$ cat src/rtl/beat_scheduler.sv
// Metronome beat sequencer: derives the beat period from BPM with a restoring divider,
// then counts beats, walks the step pattern and drives the click gate and accent.
module beat_scheduler #(
  parameter int unsigned CLK_FREQ = 50000000,
  parameter int unsigned STEPS    = 4,
  parameter int unsigned STEP_W   = 2
) (
  input  logic              clock_i,
  input  logic              reset_i,
  input  logic              enable_i,
  input  logic [9:0]        bpm_i,
  input  logic [STEPS-1:0]  pattern_i,
  output logic              beat_tick_o,
  output logic [STEP_W-1:0] step_o,
  output logic              click_o,
  output logic              accent_o,
  output logic              period_valid_o,
  output logic              busy_o
);

  localparam int unsigned CNT_W     = 32;
  localparam int unsigned BPM_W     = 10;
  localparam int unsigned DCNT_W    = 6;
  localparam int unsigned DIV_STEPS = 32;
  localparam logic [CNT_W-1:0] DIVIDEND = CNT_W'(64'(CLK_FREQ) * 64'd60);

  typedef enum logic [1:0] {IDLE, DIV, RUN} state_t;

  state_t              state_q, state_d;
  logic [CNT_W-1:0]    cnt_q, cnt_d;
  logic [CNT_W-1:0]    period_q, period_d;
  logic [CNT_W-1:0]    dq_q, dq_d;
  logic [CNT_W-1:0]    rem_q, rem_d;
  logic [BPM_W-1:0]    bpm_q, bpm_d;
  logic [DCNT_W-1:0]   div_cnt_q, div_cnt_d;
  logic [STEP_W-1:0]   step_q, step_d;
  logic                tick_q, tick_d;
  logic                click_q, click_d;
  logic                accent_q, accent_d;
  logic                valid_q, valid_d;
  logic                busy_q, busy_d;

  logic [CNT_W:0]      trial;
  logic [STEP_W-1:0]   step_inc;
  logic                stop;

  // Next-state and registered-output logic
  always_comb begin
    state_d   = state_q;
    cnt_d     = cnt_q;
    period_d  = period_q;
    dq_d      = dq_q;
    rem_d     = rem_q;
    bpm_d     = bpm_q;
    div_cnt_d = div_cnt_q;
    step_d    = step_q;
    tick_d    = 1'b0;
    click_d   = click_q;
    accent_d  = accent_q;
    valid_d   = valid_q;
    busy_d    = busy_q;

    trial    = {rem_q, dq_q[CNT_W-1]};
    step_inc = (step_q == STEP_W'(STEPS - 1)) ? '0 : step_q + STEP_W'(1);
    stop     = !enable_i || (bpm_i == '0);

    // Beat counting keeps running on the committed period, including during a re-divide
    if (valid_q) begin
      if (cnt_q >= period_q - CNT_W'(1)) begin
        cnt_d    = '0;
        tick_d   = 1'b1;
        step_d   = step_inc;
        click_d  = pattern_i[step_inc];
        accent_d = pattern_i[step_inc] && (step_inc == '0);
      end else begin
        cnt_d = cnt_q + CNT_W'(1);
        if (cnt_d == (period_q >> 1)) begin
          click_d  = 1'b0;
          accent_d = 1'b0;
        end
      end
    end

    case (state_q)
      IDLE: begin
        if (!stop) begin
          bpm_d     = bpm_i;
          dq_d      = DIVIDEND;
          rem_d     = '0;
          div_cnt_d = '0;
          busy_d    = 1'b1;
          state_d   = DIV;
        end
      end
      DIV: begin
        if (div_cnt_q != DCNT_W'(DIV_STEPS)) begin
          if (trial >= (CNT_W+1)'(bpm_q)) begin
            rem_d = CNT_W'(trial - (CNT_W+1)'(bpm_q));
            dq_d  = {dq_q[CNT_W-2:0], 1'b1};
          end else begin
            rem_d = trial[CNT_W-1:0];
            dq_d  = {dq_q[CNT_W-2:0], 1'b0};
          end
          div_cnt_d = div_cnt_q + DCNT_W'(1);
          if (div_cnt_q == DCNT_W'(DIV_STEPS - 1)) busy_d = 1'b0;
        end else begin
          period_d = dq_q;
          state_d  = RUN;
          if (!valid_q) begin
            valid_d = 1'b1;
            cnt_d   = dq_q - CNT_W'(1);
            step_d  = STEP_W'(STEPS - 1);
          end
        end
      end
      RUN: begin
        if (bpm_i != bpm_q) begin
          bpm_d     = bpm_i;
          dq_d      = DIVIDEND;
          rem_d     = '0;
          div_cnt_d = '0;
          busy_d    = 1'b1;
          state_d   = DIV;
        end
      end
      default: state_d = IDLE;
    endcase

    // Disable or zero BPM drops everything back to a quiet idle
    if (stop) begin
      state_d  = IDLE;
      cnt_d    = '0;
      step_d   = '0;
      tick_d   = 1'b0;
      click_d  = 1'b0;
      accent_d = 1'b0;
      valid_d  = 1'b0;
      busy_d   = 1'b0;
    end
  end

  always_ff @(posedge clock_i) begin
    if (reset_i) begin
      state_q   <= IDLE;
      cnt_q     <= '0;
      period_q  <= '0;
      dq_q      <= '0;
      rem_q     <= '0;
      bpm_q     <= '0;
      div_cnt_q <= '0;
      step_q    <= '0;
      tick_q    <= 1'b0;
      click_q   <= 1'b0;
      accent_q  <= 1'b0;
      valid_q   <= 1'b0;
      busy_q    <= 1'b0;
    end else begin
      state_q   <= state_d;
      cnt_q     <= cnt_d;
      period_q  <= period_d;
      dq_q      <= dq_d;
      rem_q     <= rem_d;
      bpm_q     <= bpm_d;
      div_cnt_q <= div_cnt_d;
      step_q    <= step_d;
      tick_q    <= tick_d;
      click_q   <= click_d;
      accent_q  <= accent_d;
      valid_q   <= valid_d;
      busy_q    <= busy_d;
    end
  end

  assign beat_tick_o    = tick_q;
  assign step_o         = step_q;
  assign click_o        = click_q;
  assign accent_o       = accent_q;
  assign period_valid_o = valid_q;
  assign busy_o         = busy_q;

endmodule
$ cat config.mk
export PLATFORM = sky130hd
export DESIGN_NAME = beat_scheduler
export DESIGN_NICKNAME = d
export VERILOG_FILES = /design/src/rtl/beat_scheduler.sv
export SDC_FILE = /design/constraint.sdc
export NUM_CORES = 1
export LEC_CHECK = 0
export BUFFER_PORTS_ARGS = -buffer_cell sky130_fd_sc_hd__buf_2
export CORE_ASPECT_RATIO = 1.5
export CORE_MARGIN = 3
export CORE_UTILIZATION = 40
export CTS_BUF_LIST = sky130_fd_sc_hd__clkbuf_8
export DETAILED_ROUTE_END_ITERATION = 7
export MAX_ROUTING_LAYER = met4
export PLACE_DENSITY = 0.51
export SYNTH_ARGS = -nofsm -noshare
export SYNTH_HDL_FRONTEND = slang
export SYNTH_SLANG_ARGS = --single-unit
$ cat constraint.sdc
create_clock -name clock_i -period 5 [get_ports clock_i]
set_input_delay 0.5 -clock clock_i [delete_from_list [all_inputs] [get_ports clock_i]]
set_output_delay 0.5 -clock clock_i [all_outputs]
set_load 0.05 [all_outputs]
==> results of run 1 <==
[worst min-delay path by stage]
stage                end  slack [ns]  cells past startpoint
2_1_floorplan  rem_q[31]        0.43                      2
3_3_place_gp     click_o        0.43                      2
3_5_place_dp     click_o        0.43                      2
4_1_cts         bpm_q[8]        0.29                      3
5_1_grt         bpm_q[8]        0.32                      3
6_report        bpm_q[8]        0.32                      3
[power by group]
group / switching [mW] / total [mW] / internal (mW)
registers: 0.0949 / 1.39 / 1.30
clock network: 0.476 / 1.04 / 0.560
logic: 0.850 / 1.49 / 0.639
total: 1.42 / 3.92 / 2.50
[cell usage after synthesis (all sizes together), types with 16 or more instances]
cell type / count
nor4: 33
inv: 32
clkbuf: 72
nand2: 154
nor3: 55
nor2: 173
a22oi: 27
nand3: 33
mux2i: 16
ha: 49
xnor2: 93
xor2: 50
o21ai: 52
a21oi: 81
dfxtp: 153
a211oi: 20
nand4: 29
[worst max-delay path, cell delays in order, from the launching register on]
cell and delay [ns]:
dfxtp_1 0.40, or4_1 0.60, nor2_1 0.28, nand2_1 0.19, or2_2 0.39, nor2_1 0.15, xnor2_1 0.14, ha_1 0.27
a21o_1 0.18, a21o_1 0.16, a21oi_1 0.14, nor2_1 0.05, a211oi_1 0.32, inv_1 0.24, o21ai_1 0.47, o211ai_1 0.20
o22ai_1 0.20
[kinds of logic (layout without fill, tap and decap cells)]
group                      count (synthesis)  count (layout)  share of synthesized area
DFF                                      153             153                     0.3063
and+or+nand+nor                          569             569                     0.2772
muxes                                     19              19                    0.02052
buffers and inverters                    119             103                    0.04617
adders and majority gates                 50              50                    0.06331
AOI/OAI and AO/OA                        253             253                     0.1590
xor gates and xnor gates                 144             144                     0.1275
[final cells by class]
type                    instances  area, um^2
clock buffers                  22       302.8
repair buffers                 39       235.2
well taps                     324       405.4
clock inverters                10       140.1
inverters                      32       120.1
multi-input cells            1035        6490
fillers                      2631       13770
flip-flops and latches        153        3063
[routing by layer]
metal | global-route usage | wire length, um | vias to the layer above
li1 | - | - | 4558
met3 | 0.03023 | 857 | 66
met2 | 0.3774 | 14330 | 180
met4 | 0.1080 | 1336 | 0
met1 | 0.2718 | 12440 | 4189
met5 | - | 0 | -
[stage by stage]
| stage | setup slack [ns] | cells | util |
|---|---|---|---|
| after CTS | 0.3641 | 1615 | 0.4384 |
| final | 0.5533 | 1615 | 0.4386 |
| after detailed placement | 0.3988 | 1583 | 0.4204 |
| after global placement | 0.5064 | 1583 | 0.4204 |
| after global routing | 0.07534 | 1615 | 0.4386 |
| after floorplan | 0.8929 | 1307 | - |
[state kept, by name (all words and copies together), names as in the netlist]
name / count
click_o: 1
period_q: 32
cnt_q: 32
bpm_q: 10
period_valid_o: 1
rem_q: 32
accent_o: 1
beat_tick_o: 1
busy_o: 1
dq_q: 32
div_cnt_q: 6
state_q: 2
step_o: 2
[what timing repair did]
action                                 4_1_cts  5_1_grt
setup endpoints to repair                    0        6
gates resized for setup                      0        2
endpoints found under the hold margin        0        0
==> impl_metrics.tcl, run 1 <==
set metrics [dict create \
    final_cell_mix "nor2_1, nand2_1, dfxtp_1, xnor2_1, a21oi_1" \
    netlist.area_leader.share 0.3063 \
    reg2reg_slack_ns 0.55 \
    period_needed_ns 4.447 \
    cts_setup_buffers 0 \
    hold_viol_final 0 \
    cp-endpoint "accent_o" \
    synth.avg_cell_area_um2 7.652 \
    total_power_mw 3.919 \
    clk_pin_slew_ns 0.09 \
    grt_pass1_wl_um 47290 \
    synthesis.area_mm2 0.01000 \
    end_kind "flop" \
    pin_count 24 \
    grt_max_degree 60 \
    synth_cell_type_count 72 \
    path_class "reg -> reg" \
    drc_errors 0 \
    gpl.final_weighted_congestion 0.9309 \
    rsz0062_at_grt "false" \
    wire_per_inst_um 17.93 \
    crit-reg2reg-capture "accent_o" \
    die_x_um 135.1 \
    cts_buffers 17 \
    antenna_left 0 \
    yosysTopAreaCell "dfxtp_1" \
    synth_cells 1307 \
    ys_async_sr_fraction 0 \
    port_buffers 23 \
    dp_hpwl_um 22060 \
    ys.flop_type "dfxtp_1" \
    worst_pin_slew_ns 1.109 \
    max_cap_viol_count 0 \
    fin_skew_ns 0.01421 \
    dpl_cell_area_mm2 0.01031 \
    drtIter0Drc 533 \
    ys_warn_count 0 \
    setup-tns-final_ns 0 \
    synth_edf_count 0 \
    power.leakage_nw 4.199 \
    vias 8993 \
    p_per_area_mw_per_mm2 364.3 \
    core_mm2 0.02452 \
    hold_start "bpm_i[8]" \
    area_growth_pct 7.557 \
    critPathArrivalTime_ns 4.84 \
    setup_viol 0 \
    outcome "complete, no violations" \
    fmax_ghz 0.2249 \
    cp.required_ns 5.40 \
    cts_root_buffer "clkbuf_8" \
    antenna_found_initial 0 \
    r2r_cells 16 \
    wirelength_um 28960 \
    drive_above_1_share 0.07436 \
    nets 1345 \
    slew_headroom 0.2594 \
    startpoint "period_q[6]" \
    seq_area_frac_synth 0.3063 \
    htree_levels 4 \
    crit_path_start_kind "flop" \
    cts_hold_buf 0 \
    die_h_um 199.7 \
    ys_top_cells_by_area "dfxtp_1, xnor2_1, nor2_1, ha_1, nand2_1" \
    whs_ns 0.3218 \
    rows 70 \
    drt-pass1-iter-count 5 \
    final_area_mm2 0.01076 \
    ir_drop_v 0.0003492 \
    slew_violations 0 \
    rr_startpoint "period_q[6]" \
    grt_pass1_vias 8693 \
    diodes 0 \
    hold_path_class "in -> reg" \
    initial_core_util 0.4078 \
    vias_per_cell 5.568 \
    grt_overflow 0 \
    track_usage 0.2271 \
    cts_sinks 153 \
    cp_max_fo 9 \
    ys_seq_elements 153 \
    period_share 0.8893 \
    clock_path_buffers 2 \
    tritoncts "yes" \
    final_common_cell "nor2_1" \
    syn-num-nets 1374 \
    clock_latency_ns 0.47 \
    die-area_mm2 0.02697 \
]
No activity file was read; power rests on OpenSTA's default activity.
==> run 2: changes to the inputs <==
--- a/config.mk
+++ b/config.mk
@@ -5,6 +5,7 @@
 export SDC_FILE = /design/constraint.sdc
 export NUM_CORES = 1
 export LEC_CHECK = 0
+export ABC_AREA = 1
 export BUFFER_PORTS_ARGS = -buffer_cell sky130_fd_sc_hd__buf_2
 export CORE_ASPECT_RATIO = 1.5
 export CORE_MARGIN = 3
==> impl_metrics.tcl, run 2 <==
set metrics [dict create \
    cts_hold_buf 0 \
    grt_pass1_wl_um 55060 \
    cp_max_fo 23 \
    netlist.area_leader.share 0.2871 \
    period_share 0.8454 \
    end_kind "flop" \
    synth_commonest_cells "nand2_1, nor2_1, inv_1, dfxtp_1, a21oi_1" \
    core_mm2 0.02604 \
    track_usage 0.2523 \
    cts_resized 0 \
    grt_pass1_vias 10237 \
    area_growth_pct 7.155 \
    whs_ns 0.3054 \
    grt_use_met1 0.2654 \
    rr_startpoint "period_q[0]" \
    crit-reg2reg-capture "cnt_q[22]" \
    cts_setup_buffers 0 \
    max_cap_viol_count 0 \
    wire_per_inst_um 17.60 \
    clock_latency_ns 0.48 \
    rsz0062_at_grt "false" \
    drtIter0Drc 673 \
    clock_path_buffers 2 \
    drive_above_1_share 0.07031 \
    dp_slack_ns 0.7389 \
    die-area_mm2 0.02871 \
    final_cell_mix "nand2_1, nor2_1, inv_1, dfxtp_1, a21oi_1" \
    syn-num-nets 1716 \
    slew_headroom 0.3637 \
    diodes 0 \
    critPathArrivalTime_ns 4.57 \
    worst_pin_slew_ns 0.9534 \
    hold_viol_final 0 \
    die_x_um 139.3 \
    drc_errors 0 \
    cts_sinks 153 \
    gpl.final_weighted_congestion 0.9224 \
    synth_cells 1649 \
    met2_usage 0.4751 \
    fmax_ghz 0.2366 \
    clk_pin_slew_ns 0.10 \
    cts_root_buffer "clkbuf_8" \
    setup-tns-final_ns 0 \
    htree_levels 4 \
    port_buffers 23 \
    fin_skew_ns 0.02498 \
    dp_hpwl_um 27220 \
    synth.avg_cell_area_um2 6.469 \
    yosysMostFrequentCell "nand2_1" \
    vias_per_cell 5.285 \
    multi_input_area_mm2 0.006688 \
    power.leakage_nw 5.080 \
    wirelength_um 35140 \
    ys.flop_type "dfxtp_1" \
    ys_seq_elements 153 \
    pin_count 24 \
    met3_usage 0.03333 \
    path_class "reg -> reg" \
    ys_top_cells_by_area "dfxtp_1, nand2_1, nor2_1, a21oi_1, inv_1" \
    outcome "complete, no violations" \
    seq_area_frac_synth 0.2871 \
    startpoint "period_q[0]" \
    drt-pass1-iter-count 5 \
    top_usage_layer "met2" \
    ys_warn_count 0 \
    grt_overflow 0 \
    cts_buffers 17 \
    period_needed_ns 4.227 \
    setup_viol 0 \
    crit_path_start_kind "flop" \
    ir_drop_v 0.0006804 \
    ys_async_sr_fraction 0 \
    hold_path_class "in -> reg" \
    slew_violations 0 \
    hold_path_depth 3 \
    tritoncts "yes" \
    final_util 0.4391 \
    holdPathEnd "bpm_q[4]" \
    die_h_um 206.0 \
    synth_cell_type_count 47 \
    hold_start "bpm_i[4]" \
    vias 10555 \
    p_per_area_mw_per_mm2 455.9 \
    seqCellArea_mm2 0.003063 \
    grt_max_degree 69 \
    fin_ws_ns 0.7728 \
    cp.required_ns 5.34 \
    antenna_found_initial 0 \
    reg2reg_slack_ns 0.77 \
    r2r_cells 22 \
    fillers 2821 \
    yosysTopAreaCell "dfxtp_1" \
    synth_edf_count 0 \
    rows 72 \
    antenna_left 0 \
    synthesis.area_mm2 0.01067 \
    initial_core_util 0.4097 \
    nets 1718 \
    final_common_cell "nand2_1" \
]
run 2: changes by cell type after synthesis, sizes merged, moves of 37 or more:
cell | previous run | this run
a21oi | 81 | 153
clkbuf | 72 | 35
inv | 32 | 182
nand2 | 154 | 401
nand3 | 33 | 105
nor2 | 173 | 233
xnor2 | 93 | 19
run 2: final cells by class:
type	instances	share of cell area
inverter	182	0.05976
sequential	153	0.2680
clock buffer	18	0.02167
tap	333	0.03645
multi-input combinational	1263	0.5850
clock inverter	14	0.01182
timing repair buffer	34	0.01729
run 2: where the power goes:
part / switching, mW / leakage (nW) / internal (mW)
Clock: 0.545 / 0.183 / 0.416
Sequential: 0.130 / 1.24 / 1.34
Combinational: 1.80 / 3.65 / 0.978
Total: 2.48 / 5.08 / 2.73
run 2: worst max path at each step:
stage                 to  slack [ns]  cells past startpoint
2_1_floorplan  cnt_q[10]        1.66                     25
3_3_place_gp   cnt_q[16]        0.84                     23
3_5_place_dp   cnt_q[12]        0.74                     22
4_1_cts        cnt_q[12]        0.73                     22
5_1_grt        cnt_q[12]        0.20                     23
6_report       cnt_q[22]        0.77                     22
run 2: through the flow:
stage | std cells | area (um^2) | total power, mW
6_report | 1997 | 11430 | 5.211
5_1_grt | 1997 | 11430 | 5.676
4_1_cts | 1997 | 11430 | 5.253
3_5_place_dp | 1965 | 11050 | 4.272
3_3_place_gp | 1965 | 11050 | 4.283
2_1_floorplan | 1649 | 10670 | 3.746
run 2: critical path, stage by stage (launching register included):
cell     delay [ns]
dfxtp_1        0.31
inv_1          0.13
ha_1           0.23
nand2_1        0.12
inv_1          0.08
nand4_1        0.16
nor3_1         0.41
nand4_1        0.21
nor2_1         0.25
nand4_1        0.14
xor2_1         0.16
ha_1           0.27
nand2_1        0.07
nor2_1         0.14
nand2_1        0.09
nor4_1         0.24
and3_1         0.22
nor2_1         0.08
nand2_2        0.21
inv_1          0.10
buf_4          0.24
a21oi_1        0.16
nor2_1         0.05
run 2: cells by family (layout without fill, tap and decap cells):
logic type | after synthesis | in the layout | synth area share
xor+xnor | 87 | 87 | 0.07530
fa+ha+maj | 50 | 50 | 0.05935
simple gates | 832 | 832 | 0.3405
buf+inv | 233 | 248 | 0.08597
compound gates | 294 | 294 | 0.1518
flops | 153 | 153 | 0.2871
run 2: layer usage:
metal  wire length, um  part of all wire
met5                 0                 0
met4              1255             0.036
met3              1069             0.030
met2             19010              0.54
met1             13810              0.39
==> run 3: changes to the inputs <==
==> constraint.sdc (replaced) <==
create_clock -name clock_i -period 4.15 [get_ports clock_i]
set_input_delay 0.415 -clock clock_i [delete_from_list [all_inputs] [get_ports clock_i]]
set_output_delay 0.415 -clock clock_i [all_outputs]
set_load 0.05 [all_outputs]
==> impl_metrics.tcl, run 3 (synthesis gave the netlist of run 2 again) <==
set metrics [dict create \
    total_power_mw 6.287 \
    cp_slowest_stage_delay_ns 0.31 \
    port_buffers 23 \
    die-area_mm2 0.02871 \
    cts_root_buffer "clkbuf_8" \
    crit-reg2reg-capture "cnt_q[5]" \
    rows 72 \
    drive_above_1_share 0.07706 \
    fin_cells 2007 \
    fmax_ghz 0.2659 \
    sw_frac_of_total 0.4710 \
    dpl.cell_count 1974 \
    wire_per_inst_um 17.26 \
    max_cap_viol_count 0 \
    whs_ns 0.2271 \
    clock_path_buffers 2 \
    r2r_cells 28 \
    cp_slowest_cell "dfxtp_1" \
    setup-tns-final_ns 0 \
    nets 1728 \
    drt-pass1-iter-count 5 \
    holdPathEnd "bpm_q[9]" \
    clk_pin_slew_ns 0.09 \
    hold_viol_final 0 \
    vias_per_cell 5.225 \
    drc_errors 0 \
    cp.required_ns 4.53 \
    hold_path_depth 3 \
    cts_sinks 153 \
    core_mm2 0.02604 \
    cp_max_fo 21 \
    end_kind "flop" \
    period_share 0.9064 \
    slew_violations 0 \
    grt_pass1_vias 10302 \
    fin_skew_ns 0.01928 \
    hold_path_class "in -> reg" \
    combinationalPowerShare 0.539 \
    critPathArrivalTime_ns 4.14 \
    slew_headroom 0.4391 \
    outcome "complete, no violations" \
    tritoncts "yes" \
    clock_latency_ns 0.47 \
    final_util 0.4429 \
    htree_levels 4 \
    rsz0062_at_grt "false" \
    p_per_area_mw_per_mm2 545.3 \
    antenna_left 0 \
    vias 10486 \
    fillers 2893 \
    cts_buffers 17 \
    reg2reg_slack_ns 0.39 \
    die_x_um 139.3 \
    setup_viol 0 \
    rr_startpoint "period_q[0]" \
    wirelength_um 34640 \
    power.net_switching_mw 2.961 \
    drtIter0Drc 561 \
    critPathMostFrequentCell "inv_1" \
    worst_pin_slew_ns 0.8404 \
    area_growth_pct 8.081 \
    path_class "reg -> reg" \
    power.leakage_nw 5.135 \
    die_h_um 206.0 \
    grt_overflow 0 \
    track_usage 0.2509 \
    seqCellArea_mm2 0.003063 \
    grt_max_degree 69 \
    dp_hpwl_um 27070 \
    gpl.final_weighted_congestion 0.9148 \
    grt_pass1_wl_um 55030 \
    antenna_found_initial 0 \
    diodes 0 \
    power_frac_seq 0.282 \
    pin_count 24 \
    p_int_mw 3.326 \
    hold_start "bpm_i[9]" \
    ir_drop_v 0.001125 \
    p_clk_frac 0.179 \
    crit_path_start_kind "flop" \
    initial_core_util 0.4097 \
    final_cell_mix "nand2_1, nor2_1, inv_1, dfxtp_1, a21oi_1" \
    multi_input_area_mm2 0.006708 \
    period_needed_ns 3.761 \
    final_common_cell "nand2_1" \
]
-- run 3: cell count changes in the layout (fill, tap and decap cells not counted), sizes merged --
cell      before  now
clkinvlp       4    5
inv          188  187
buf           34   44
-- run 3: power by group through the flow --
| stage | Clock (mW) | Sequential (mW) | Combinational [mW] |
|---|---|---|---|
| floorplan | 0 | 1.76 | 2.75 |
| global placement | 0 | 1.81 | 3.38 |
| detailed placement | 0 | 1.81 | 3.39 |
| CTS | 1.17 | 1.78 | 3.41 |
| global route | 1.23 | 1.80 | 3.85 |
| finish | 1.12 | 1.78 | 3.39 |
-- run 3: area by class of cell --
type / instances / share of cell area
clock inverters: 14 / 0.01096
well taps: 333 / 0.03614
multi-input cells: 1263 / 0.5818
clock buffers: 18 / 0.02149
repair buffers: 44 / 0.02474
flip-flops and latches: 153 / 0.2657
inverters: 182 / 0.05925
-- run 3: metrics by stage --
step / area [um^2] / setup WS (ns)
after CTS: 11500 / 0.05875
after floorplan: 10670 / 0.8114
after detailed placement: 11130 / 0.08779
after global routing: 11530 / 0.03814
final: 11530 / 0.3886
after global placement: 11130 / 0.2750
-- run 3: repair_timing --
action	in CTS	in global routing
hold buffers	0	0
setup buffers	0	1
endpoints found under the setup margin	0	37
resized for setup	0	5
-- run 3: how the worst max path moves through the flow --
stage / startpoint / endpoint / slack [ns] / cells after the start
2_1_floorplan: period_q[7] / cnt_q[10] / 0.81 / 25
3_3_place_gp: period_q[2] / cnt_q[11] / 0.27 / 23
3_5_place_dp: period_q[0] / cnt_q[12] / 0.09 / 22
4_1_cts: period_q[2] / cnt_q[1] / 0.06 / 23
5_1_grt: period_q[2] / cnt_q[15] / 0.04 / 29
6_report: period_q[0] / cnt_q[5] / 0.39 / 28
-- run 3: critical path: cells and delay by family (launching register included) --
kind	cells	cell delay, ns
buffers and inverters	10	1.02
AO/OA/AOI/OAI	4	0.69
adder cells (fa/ha/maj)	2	0.51
flip-flops	1	0.31
AND/OR/NAND/NOR	12	1.13
-- run 3: layer usage --
| layer | wire length (um) | GRT usage | vias up |
|---|---|---|---|
| met2 | 18340 | 0.4675 | 195 |
| met5 | 0 | - | - |
| met3 | 787 | 0.02523 | 59 |
| met1 | 14020 | 0.2706 | 4779 |
| met4 | 1494 | 0.1052 | 0 |
| li1 | - | - | 5453 |
